[config.mk]
export PLATFORM = sky130hd
export DESIGN_NAME = alu_cmd_sequencer
export DESIGN_NICKNAME = d
export VERILOG_FILES = /design/src/rtl/alu_cmd_sequencer.sv
export SDC_FILE = /design/constraint.sdc
export NUM_CORES = 1
export LEC_CHECK = 0
export CAP_MARGIN = 10
export CORE_MARGIN = 2
export CORE_UTILIZATION = 61
export DETAILED_ROUTE_END_ITERATION = 16
export PLACE_DENSITY = 0.87
export SLEW_MARGIN = 20
export SYNTH_ARGS = -nofsm -noshare
export SYNTH_HDL_FRONTEND = slang
export SYNTH_SLANG_ARGS = --single-unit
[constraint.sdc]
create_clock -name clk -period 6.73 [get_ports clk]
set_input_delay 1.346 -clock clk [delete_from_list [all_inputs] [get_ports clk]]
set_output_delay 1.346 -clock clk [all_outputs]
set_load 0.02 [all_outputs]
[src/rtl/alu_cmd_sequencer.sv]
// Command sequencer for a registered 4-bit ALU: buffers tagged commands, issues one per cycle,
// tracks the two-stage in-flight pipeline and returns tagged results in order with backpressure.
module alu_cmd_sequencer #(
    parameter int unsigned CMD_DEPTH = 4,
    parameter int unsigned RSP_DEPTH = 4
) (
    input  logic       clk,
    input  logic       rst_n,
    input  logic       cmd_valid,
    output logic       cmd_ready,
    input  logic [3:0] cmd_a,
    input  logic [3:0] cmd_b,
    input  logic [2:0] cmd_op,
    input  logic [3:0] cmd_tag,
    output logic [3:0] alu_a,
    output logic [3:0] alu_b,
    output logic [2:0] alu_op,
    input  logic [3:0] alu_result,
    input  logic       alu_carry,
    output logic       rsp_valid,
    input  logic       rsp_ready,
    output logic [3:0] rsp_result,
    output logic       rsp_carry,
    output logic [2:0] rsp_op,
    output logic [3:0] rsp_tag,
    output logic       busy
);
    localparam int unsigned CAW = $clog2(CMD_DEPTH);
    localparam int unsigned RAW = $clog2(RSP_DEPTH);
    localparam logic [CAW:0]   CMD_FULL = (CAW + 1)'(CMD_DEPTH);
    localparam logic [RAW:0]   RSP_FULL = (RAW + 1)'(RSP_DEPTH);
    localparam logic [RAW+1:0] RSP_CREDIT = (RAW + 2)'(RSP_DEPTH);

    typedef struct packed {
        logic [3:0] a;
        logic [3:0] b;
        logic [2:0] op;
        logic [3:0] tag;
    } cmd_t;

    typedef struct packed {
        logic [3:0] result;
        logic       carry;
        logic [2:0] op;
        logic [3:0] tag;
    } rsp_t;

    cmd_t           cmd_mem_q [CMD_DEPTH];
    cmd_t           cmd_mem_d [CMD_DEPTH];
    logic [CAW-1:0] cmd_wptr_q, cmd_wptr_d, cmd_rptr_q, cmd_rptr_d;
    logic [CAW:0]   cmd_count_q, cmd_count_d;

    rsp_t           rsp_mem_q [RSP_DEPTH];
    rsp_t           rsp_mem_d [RSP_DEPTH];
    logic [RAW-1:0] rsp_wptr_q, rsp_wptr_d, rsp_rptr_q, rsp_rptr_d;
    logic [RAW:0]   rsp_count_q, rsp_count_d;

    logic       init_q, init_d;
    logic [3:0] alu_a_q, alu_a_d, alu_b_q, alu_b_d;
    logic [2:0] alu_op_q, alu_op_d;
    logic       s1_v_q, s1_v_d, s2_v_q, s2_v_d;
    logic [2:0] s1_op_q, s1_op_d, s2_op_q, s2_op_d;
    logic [3:0] s1_tag_q, s1_tag_d, s2_tag_q, s2_tag_d;

    logic           cmd_push, issue, rsp_push, rsp_pop;
    logic [RAW+1:0] credit_used;
    cmd_t           cmd_in, cmd_head;
    rsp_t           rsp_in, rsp_head;

    assign cmd_in   = {cmd_a, cmd_b, cmd_op, cmd_tag};
    assign cmd_head = cmd_mem_q[cmd_rptr_q];
    assign rsp_in   = {alu_result, alu_carry, s2_op_q, s2_tag_q};
    assign rsp_head = rsp_mem_q[rsp_rptr_q];

    // init_q holds cmd_ready low until the first edge after reset release.
    assign cmd_ready = init_q && (cmd_count_q < CMD_FULL);
    assign cmd_push  = cmd_valid && cmd_ready;

    // Everything in flight has a reserved response slot, so capture can never overflow.
    assign credit_used = (RAW + 2)'(rsp_count_q) + (RAW + 2)'(s1_v_q) + (RAW + 2)'(s2_v_q);
    assign issue       = (cmd_count_q != '0) && (credit_used < RSP_CREDIT);

    assign rsp_valid = (rsp_count_q != '0);
    assign rsp_push  = s2_v_q;
    assign rsp_pop   = rsp_valid && rsp_ready;

    always_comb begin
        cmd_mem_d   = cmd_mem_q;
        cmd_wptr_d  = cmd_wptr_q;
        cmd_rptr_d  = cmd_rptr_q;
        cmd_count_d = cmd_count_q + (CAW + 1)'(cmd_push) - (CAW + 1)'(issue);
        rsp_mem_d   = rsp_mem_q;
        rsp_wptr_d  = rsp_wptr_q;
        rsp_rptr_d  = rsp_rptr_q;
        rsp_count_d = rsp_count_q + (RAW + 1)'(rsp_push) - (RAW + 1)'(rsp_pop);
        init_d      = 1'b1;
        alu_a_d     = alu_a_q;
        alu_b_d     = alu_b_q;
        alu_op_d    = alu_op_q;
        s1_v_d      = 1'b0;
        s1_op_d     = s1_op_q;
        s1_tag_d    = s1_tag_q;
        s2_v_d      = s1_v_q;
        s2_op_d     = s1_op_q;
        s2_tag_d    = s1_tag_q;

        if (cmd_push) begin
            cmd_mem_d[cmd_wptr_q] = cmd_in;
            cmd_wptr_d            = cmd_wptr_q + CAW'(1);
        end
        if (issue) begin
            cmd_rptr_d = cmd_rptr_q + CAW'(1);
            alu_a_d    = cmd_head.a;
            alu_b_d    = cmd_head.b;
            alu_op_d   = cmd_head.op;
            s1_v_d     = 1'b1;
            s1_op_d    = cmd_head.op;
            s1_tag_d   = cmd_head.tag;
        end
        if (rsp_push) begin
            rsp_mem_d[rsp_wptr_q] = rsp_in;
            rsp_wptr_d            = rsp_wptr_q + RAW'(1);
        end
        if (rsp_pop) begin
            rsp_rptr_d = rsp_rptr_q + RAW'(1);
        end
    end

    always_ff @(posedge clk or negedge rst_n) begin
        if (!rst_n) begin
            cmd_wptr_q  <= '0;
            cmd_rptr_q  <= '0;
            cmd_count_q <= '0;
            rsp_wptr_q  <= '0;
            rsp_rptr_q  <= '0;
            rsp_count_q <= '0;
            init_q      <= 1'b0;
            alu_a_q     <= '0;
            alu_b_q     <= '0;
            alu_op_q    <= '0;
            s1_v_q      <= 1'b0;
            s1_op_q     <= '0;
            s1_tag_q    <= '0;
            s2_v_q      <= 1'b0;
            s2_op_q     <= '0;
            s2_tag_q    <= '0;
        end else begin
            cmd_wptr_q  <= cmd_wptr_d;
            cmd_rptr_q  <= cmd_rptr_d;
            cmd_count_q <= cmd_count_d;
            rsp_wptr_q  <= rsp_wptr_d;
            rsp_rptr_q  <= rsp_rptr_d;
            rsp_count_q <= rsp_count_d;
            init_q      <= init_d;
            alu_a_q     <= alu_a_d;
            alu_b_q     <= alu_b_d;
            alu_op_q    <= alu_op_d;
            s1_v_q      <= s1_v_d;
            s1_op_q     <= s1_op_d;
            s1_tag_q    <= s1_tag_d;
            s2_v_q      <= s2_v_d;
            s2_op_q     <= s2_op_d;
            s2_tag_q    <= s2_tag_d;
        end
    end

    // Storage only; validity is tracked by the reset pointers and counts.
    always_ff @(posedge clk) begin
        cmd_mem_q <= cmd_mem_d;
        rsp_mem_q <= rsp_mem_d;
    end

    assign alu_a  = alu_a_q;
    assign alu_b  = alu_b_q;
    assign alu_op = alu_op_q;

    assign rsp_result = rsp_valid ? rsp_head.result : '0;
    assign rsp_carry  = rsp_valid ? rsp_head.carry : 1'b0;
    assign rsp_op     = rsp_valid ? rsp_head.op : '0;
    assign rsp_tag    = rsp_valid ? rsp_head.tag : '0;

    assign busy = (cmd_count_q != '0) || s1_v_q || s2_v_q || (rsp_count_q != '0);

    rsp_no_overflow_a: assert property (@(posedge clk) disable iff (!rst_n)
        !(rsp_push && !rsp_pop && (rsp_count_q == RSP_FULL)));

endmodule

**Yosys cells after proc, flatten, opt, wreduce, memory -nomap -nowiden**

Index checks and enable logic that the tools add are counted.

- Order comparisons: 8
- $add $sub $neg: 10
- Muxes and demuxes: 17
- Bitwise logic cells: 4
- Reductions and logical operators: 11

Operators with widths:

| cell | number |
|---|---|
| $bwmux W60 | 1 |
| $bwmux W48 | 1 |
| $mux W15 | 3 |
| $mux W12 | 3 |
| $bmux W15 S2 | 1 |
| $demux W15 S2 | 1 |
| $bmux W12 S2 | 1 |
| $demux W12 S2 | 1 |
| $ge A3 B3 Y1 const B | 4 |
| $not A2 Y3 | 4 |
| $add A2 B1 Y2 const B | 4 |
| $mux W4 | 2 |
| $add A3 B1 Y3 | 2 |
| $logic_and A1 B1 Y1 | 6 |
| $lt A3 B1 Y1 const B | 2 |
| $reduce_bool A3 Y1 | 2 |
| $sub A3 B1 Y3 | 2 |
| $add A3 B1 Y4 | 1 |
| $add A4 B1 Y4 | 1 |
| $lt A4 B3 Y1 const B | 1 |
| $logic_or A1 B1 Y1 | 3 |
| $lt A3 B3 Y1 const B | 1 |
| $mux W3 | 1 |
| $mux W1 | 2 |

- Output and inout bits: 26
- Word-level logic and storage cells: 97
- Register bits after elaboration: 147

**Depth between registers and ports, before layout**

Gate-level depths: netlist of run 1.

- Word-level depth: 6
- Depth in mapped cells: 13

**Worst setup path after synthesis of run 1**

OpenSTA, ideal clock, no wires.

- Path kind: input to register
- From: input port cmd_valid
- To: register cmd_count_q[2]
- Path slack: 3,941 ps
- Stages on the path: 9
- Library setup time: 123 ps
- Data arrival time: 2,666 ps
- Data required time: 6,607 ps
- Path through: and2_1 > inv_1 > ha_1 > inv_1 > ha_1 > inv_1 > fa_1 > xnor2_1 > xnor2_1

- Word-level cells in the longest chain between the ends: 3

Ends and longest elaborated chain:

| element | line | RTL |
|---|---|---|
| from (decl) | 9 | `input logic cmd_valid,` |
| $logic_and A1 B1 Y1 | 77 | `assign cmd_push = cmd_valid && cmd_ready;` |
| $add A3 B1 Y3 | 91 | `cmd_count_d = cmd_count_q + (CAW + 1)'(cmd_push) - (CAW + 1)'(issue);` |
| $sub A3 B1 Y3 | 91 |  |
| net cmd_count_d[2] | 51 | `logic [CAW:0] cmd_count_q, cmd_count_d;` |
| to (signal assigned) | 150 | `cmd_count_q <= cmd_count_d;` |
| to (decl) | 51 |  |

The timed path passes the listed nets, and every way through them passes these cells.
A chain may end at the register's enable or synchronous reset.

**Worst setup path in the final report of run 1**

- From: register rsp_rptr_q[0]
- To: output port rsp_result[0]

- Word-level cells in the longest chain between the ends: 5

Ends and longest elaborated chain:

| element | line | RTL |
|---|---|---|
| from (decl) | 55 | `logic [RAW-1:0] rsp_wptr_q, rsp_wptr_d, rsp_rptr_q, rsp_rptr_d;` |
| from (signal assigned) | 152 | `rsp_rptr_q <= rsp_rptr_d;` |
| $not A2 Y3 (not written as such) | 73 | `assign rsp_head = rsp_mem_q[rsp_rptr_q];` |
| $bmux W12 S2 | 73 |  |
| $mux W12 (not written as such) (2 in series) | 73 |  |
| $mux W4 | 177 | `assign rsp_result = rsp_valid ? rsp_head.result : '0;` |
| to (decl) | 22 | `output logic [3:0] rsp_result,` |

No other way between the ends. The select of a mux whose other input is x is not followed.

==> impl_metrics.tcl, run 1 <==
set metrics [dict create \
    postCtsHoldBufs 0 \
    synth_warnings 0 \
    n_antenna_cell 0 \
    ant_nets 0 \
    hold_path_end "s2_tag_q[1]" \
    final_setup_vio_count 0 \
    regToRegStartpoint "rsp_push" \
    worst-slew-pin-transition_ns 0.995 \
    numPortBuffers 49 \
    final_min_period_over_clock_period_pct 59.8 \
    global_route.usage.total_pct 21.1 \
    wl_per_cell_um 20.8 \
    synth.most_common_cell "edfxtp_1" \
    finalWeightedCongestion 0.696 \
    numClockSinks 147 \
    design.portCount 50 \
    tritoncts_clock_tree "yes" \
    yosysUniqueCellTypes 28 \
    cts.root.buffer_cell "clkbuf_8" \
    buffers_inserted_by_post_cts_timing_repair 0 \
    first_pass_iters 4 \
    yosys.area.top_type "edfxtp_1" \
    report.final.slew_viol_count 0 \
    path_clk_slew_ns 0.07 \
    ys_top_cells_by_area "edfxtp_1 (57%), dfrtp_1 (17%), mux4_2 (9.1%), ha_1 (3.1%), mux2_2 (3.0%)" \
    drt_wl_total_mm 9.51 \
    p_per_area_mw_per_mm2 510 \
    standby_leakage_power_nw 2.48 \
    grt_first_pass_wirelength_mm 15.1 \
    worst_setup_path_end_kind "primary output" \
    clkLatencyLatePin_ns 0.52 \
    remaining_drc_errors 0 \
    critical_path_peak_fanout 14 \
    dp_hpwl_mm 5.58 \
    grt_antenna_before_repair 0 \
    critical_path_class "reg2out" \
    core_region_area_mm2 0.00911 \
    design.final.nets 373 \
    die_height_um 100 \
    finalHoldWorstSlack_ns 0.376 \
    postSynthNetCount 315 \
    initial_core_util_pct 62.2 \
    synth.yosys.seq_area_share_pct 74.4 \
    vdd.ir_drop.worst_v 0.000279 \
    routed-via-count 2634 \
    die_width_um 100 \
    worst_hold_path.num_cells 0 \
    fin_setup_tns_ns 0 \
    cts_inserted_buffers 17 \
    finalClockSkew_ns 0.0209 \
    worstHoldPathType "reg2reg" \
    detail_route.vias_per_cell 5.76 \
    post-synth-top-area-fraction_pct 57.2 \
    r2r_end "cmd_count_q[2]" \
    period_minus_slack_ns 4.03 \
    number_of_h_tree_branching_levels 4 \
    post_synth_edffs 108 \
    synth.cells.most_frequent "edfxtp_1 (108), dfrtp_1 (39), mux4_2 (23)" \
    area_growth_from_synthesis_to_layout_pct 19.8 \
    required_ns 5.38 \
    crit_arrival_ns 2.68 \
    reg2reg_depth 12 \
    overflow 0 \
    max-slew-margin-rel_pct 33.7 \
    fp-row-count 35 \
    status "finished, final reports clean" \
    startpoint_of_the_worst_hold_path "s1_tag_q[1]" \
    floorplan.die_area_mm2 0.0101 \
    unrepaired_setup_endpoints_after_global_routing "no" \
    drive_above_1_share_pct 21.4 \
    timing.final.hold_violations 0 \
    dr.first_iter.drc_count 115 \
    ctsResizeCount 0 \
    ys_async_sr_fraction_pct 26.5 \
    setup.worst_path.start_class "flop" \
    summed_instance_area_of_the_synthesized_netlist_mm2 0.00567 \
    max-clock-path-buffers 2 \
    postSynth.topFlopCell "edfxtp_1" \
    grt_max_degree 40 \
    syn-mean-instance-area_um2 20.6 \
    maxcap_violations 0 \
    achievable-frequency_ghz 0.248 \
    postSynthCellCount 275 \
    worst-r2r-setup-slack_ns 3.77 \
    postSynthRegisterBits 147 \
    n_fill_cell 529 \
    grt_pass1_vias 2874 \
]
metal layers:
metal  GRT usage (%)  up-vias  part of all wire (%)
li1                -     1180                     -
met3            6.89       13                   5.2
met4            9.06        0                   1.7
met1            25.1     1359                    40
met5               0        -                     0
met2            35.7       82                    54
metrics by stage:
step	setup WS, ns	power, mW	utilization (%)	cells	cell area [um2]
6_report	2.70	3.47	74.6	457	6790
4_1_cts	2.64	3.51	74.6	457	6790
2_1_floorplan	3.94	2.22	-	275	5670
3_5_place_dp	3.20	2.58	68.3	425	6220
3_3_place_gp	3.22	2.51	68.3	425	6220
5_1_grt	2.48	3.67	74.6	457	6790
worst max-delay path, cell delays in order, from the launching register on:
cell and delay [ns]:
dfrtp_1 0.85, mux4_2 0.59, and2_1 0.17, clkdlybuf4s50_1 0.53
cells by family (layout without fill, tap and decap cells):
logic type	after synthesis	after routing	share of synthesized area, %
XOR/XNOR	10	10	1.55
multiplexers	42	42	14.0
adder cells (fa/ha/maj)	16	16	3.80
flip-flops	147	147	74.4
buffers and inverters	23	94	2.21
other	1	1	0.0661
AO/OA/AOI/OAI	4	4	0.463
AND/OR/NAND/NOR	32	32	3.53
cells in the final DEF (no fill, tap or decap):
master / n
conb_1: 1
clkbuf_16: 16
nor2b_1: 1
xor2_1: 3
nand2_1: 4
ha_1: 14
mux4_2: 23
edfxtp_1: 108
nand3_2: 1
buf_2: 1
inv_8: 5
nand4_1: 1
fa_1: 2
clkdlybuf4s50_1: 48
o21ai_0: 2
clkbuf_8: 1
mux2_2: 15
bufinv_16: 1
or3_4: 1
and2_1: 18
inv_1: 13
o21bai_2: 1
and3_1: 4
clkinv_2: 1
a21oi_1: 1
or3_1: 1
xnor2_1: 7
inv_6: 5
or4_1: 1
clkinv_4: 3
dfrtp_1: 39
mux4_1: 4
power by group:
part	leakage, nW	switching (mW)	internal, mW
sequential	1.44	0.200	1.25
clock	0.288	0.402	0.510
combinational	0.750	0.500	0.603
total	2.48	1.10	2.37
worst max-delay path by stage:
| stage | endpoint | slack (ns) | startpoint |
|---|---|---|---|
| 2_1_floorplan | cmd_count_q[2] | 3.94 | cmd_valid |
| 3_3_place_gp | rsp_op[1] | 3.22 | rsp_rptr_q[0] |
| 3_5_place_dp | rsp_carry | 3.20 | rsp_rptr_q[0] |
| 4_1_cts | rsp_result[0] | 2.64 | rsp_rptr_q[0] |
| 5_1_grt | rsp_tag[2] | 2.48 | rsp_rptr_q[0] |
| 6_report | rsp_result[0] | 2.70 | rsp_rptr_q[0] |
sequential cells by signal, indices dropped and copies added (netlist names), 2 cells and up:
name and count:
s1_tag_q 4, cmd_wptr_q 2, alu_a 4, alu_b 4
cmd_mem_q 60, s1_op_q 3, cmd_rptr_q 2, s2_op_q 3
s2_tag_q 4, rsp_wptr_q 2, cmd_count_q 3, rsp_rptr_q 2
rsp_mem_q 48, rsp_count_q 3
layout make-up:
class                   count  area (um2)  share of cell area [%]
clock buffers              17         414                    6.10
clock inverters            15         161                    2.38
inverters                  13        48.8                   0.718
multi-input cells         105        1330                    19.5
flip-flops and latches    147        4220                    62.1
well taps                 111         139                    2.04
repair buffers             49         485                    7.15
No activity file was read; power rests on OpenSTA's default activity.
==> run 2: changes to the inputs <==
--- a/config.mk
+++ b/config.mk
@@ -7,9 +7,9 @@
 export LEC_CHECK = 0
 export CAP_MARGIN = 10
 export CORE_MARGIN = 2
-export CORE_UTILIZATION = 61
+export CORE_UTILIZATION = 57
 export DETAILED_ROUTE_END_ITERATION = 16
-export PLACE_DENSITY = 0.87
+export PLACE_DENSITY = 0.82
 export SLEW_MARGIN = 20
 export SYNTH_ARGS = -nofsm -noshare
 export SYNTH_HDL_FRONTEND = slang
==> constraint.sdc (replaced) <==
create_clock -name clk -period 3.8 [get_ports clk]
set_input_delay 0.76 -clock clk [delete_from_list [all_inputs] [get_ports clk]]
set_output_delay 0.76 -clock clk [all_outputs]
set_load 0.02 [all_outputs]
==> run 2 against run 1 <==
Sequential power grew 74%. Clock skew is 0.014 ns lower. Wire length is 4.7% lower. Register-to-register slack worse by 2.5 ns. Die area is 6.7% higher. Sequential share of layout area is 0.080 points higher.
==> impl_metrics.tcl, run 2 (synthesized netlist as in run 1, its figures left out) <==
set metrics [dict create \
    status "finished, final reports clean" \
    setup.worst_path.start_class "flop" \
    routed-via-count 2600 \
    final_setup_vio_count 0 \
    max-slew-margin-rel_pct 33.6 \
    area_growth_from_synthesis_to_layout_pct 19.7 \
    crit_arrival_ns 2.59 \
    area.sequential_mm2 0.00422 \
    first_pass_iters 5 \
    core_region_area_mm2 0.00973 \
    placedInstanceArea_mm2 0.00626 \
    multi_input_area_mm2 0.00133 \
    ant_nets 0 \
    finalHoldWorstSlack_ns 0.373 \
    largest-register "cmd_mem_q" \
    tritoncts_clock_tree "yes" \
    finalClockSkew_ns 0.00732 \
    grt_pass1_vias 2918 \
    achievable-frequency_ghz 0.299 \
    number_of_h_tree_branching_levels 4 \
    detail_route.vias_per_cell 5.41 \
    ctsResizeCount 0 \
    grt_first_pass_wirelength_mm 14.9 \
    largest_register_ff_count 60 \
    largest_registers_ranked_by_flip_flop_count "cmd_mem_q x60, rsp_mem_q x48" \
    clkLatencyLatePin_ns 0.51 \
    cts_inserted_buffers 17 \
    cts.root.buffer_cell "clkbuf_8" \
    final_design_area_no_fill_mm2 0.00678 \
    numClockSinks 147 \
    mostFrequentLayoutCell "edfxtp_1" \
    grt_max_degree 40 \
    finalWeightedCongestion 0.706 \
    vdd.ir_drop.worst_v 0.000445 \
    unrepaired_setup_endpoints_after_global_routing "no" \
    postCtsHoldBufs 0 \
    numPortBuffers 49 \
    critical_path_class "reg2out" \
    global_route.usage.total_pct 18.6 \
    timing.final.hold_violations 0 \
    n_antenna_cell 0 \
    die_height_um 104 \
    period_minus_slack_ns 3.35 \
    required_ns 3.04 \
    fin_setup_tns_ns 0 \
    worstHoldPathType "in2async" \
    report.final.slew_viol_count 0 \
    die_width_um 104 \
    grt_antenna_before_repair 0 \
    path_clk_slew_ns 0.07 \
    overflow 0 \
    remaining_drc_errors 0 \
    floorplan.die_area_mm2 0.0108 \
    maxcap_violations 0 \
    design.final.nets 375 \
    n_fill_cell 622 \
    standby_leakage_power_nw 2.45 \
    critical_path_peak_fanout 15 \
    dp_hpwl_mm 5.39 \
    drt_wl_total_mm 9.07 \
    max-clock-path-buffers 2 \
    fp-row-count 36 \
    initial_core_util_pct 58.3 \
    worst-slew-pin-transition_ns 0.996 \
    final_min_period_over_clock_period_pct 88.1 \
    most-common-layout-cells "edfxtp_1 (108), clkdlybuf4s50_1 (48), dfrtp_1 (39)" \
    worst_setup_path_end_kind "primary output" \
    buffers_inserted_by_post_cts_timing_repair 0 \
    wl_per_cell_um 18.9 \
    drive_above_1_share_pct 21.6 \
    dr.first_iter.drc_count 88 \
    p_per_area_mw_per_mm2 884 \
    design.portCount 50 \
]
run 2: critical path, cell delays in order, from the launching register on:
cell and delay [ns]:
dfrtp_1 0.41, or3_1 0.58, or4_1 0.53, clkdlybuf4s50_1 0.55
run 2: cell type report:
type | instances | area share (%)
Clock inverter | 14 | 1.57
Inverter | 13 | 0.719
Clock buffer | 18 | 6.16
Tap cell | 133 | 2.45
Multi-Input combinational cell | 105 | 19.5
Sequential cell | 147 | 62.2
Timing Repair Buffer | 51 | 7.38
run 2: where the power goes:
part | total, mW | internal (mW) | switching, mW | leakage [nW]
Clock | 1.46 | 0.808 | 0.648 | 0.248
Sequential | 2.53 | 2.22 | 0.315 | 1.44
Combinational | 2.00 | 1.09 | 0.916 | 0.760
run 2: final timing paths:
| kind | end | slack, ns | start | depth (start not counted) |
|---|---|---|---|---|
| worst max-delay path | busy | 0.45 | rsp_count_q[1] | 3 |
| worst min-delay path | alu_b[2] | 0.37 | rst_n | 1 |
| worst max register to register | cmd_count_q[2] | 1.32 | rsp_push | 12 |
| worst min register to register | s2_tag_q[3] | 0.37 | s1_tag_q[3] | 0 |
| max in group asynchronous | s2_tag_q[2] | 2.87 | rst_n | 1 |
| min in group clk | s2_tag_q[3] | 0.37 | s1_tag_q[3] | 0 |
run 2: layer usage:
layer | routed length (um) | share of wire, % | vias up | global-route usage, %
met4 | 154 | 1.7 | 0 | 7.53
met5 | 0 | 0 | - | 0
li1 | - | - | 1180 | -
met2 | 4860 | 54 | 63 | 33.0
met1 | 3620 | 40 | 1343 | 20.7
met3 | 429 | 4.7 | 14 | 6.10
run 2: metrics by stage:
stage	utilization, %	instances	setup WS, ns	total power [mW]
5_1_grt	69.7	481	0.321	6.34
3_3_place_gp	64.3	449	0.967	4.50
6_report	69.7	481	0.452	5.99
4_1_cts	69.7	481	0.392	6.08
2_1_floorplan	-	275	1.28	3.93
3_5_place_dp	64.3	449	0.956	4.60
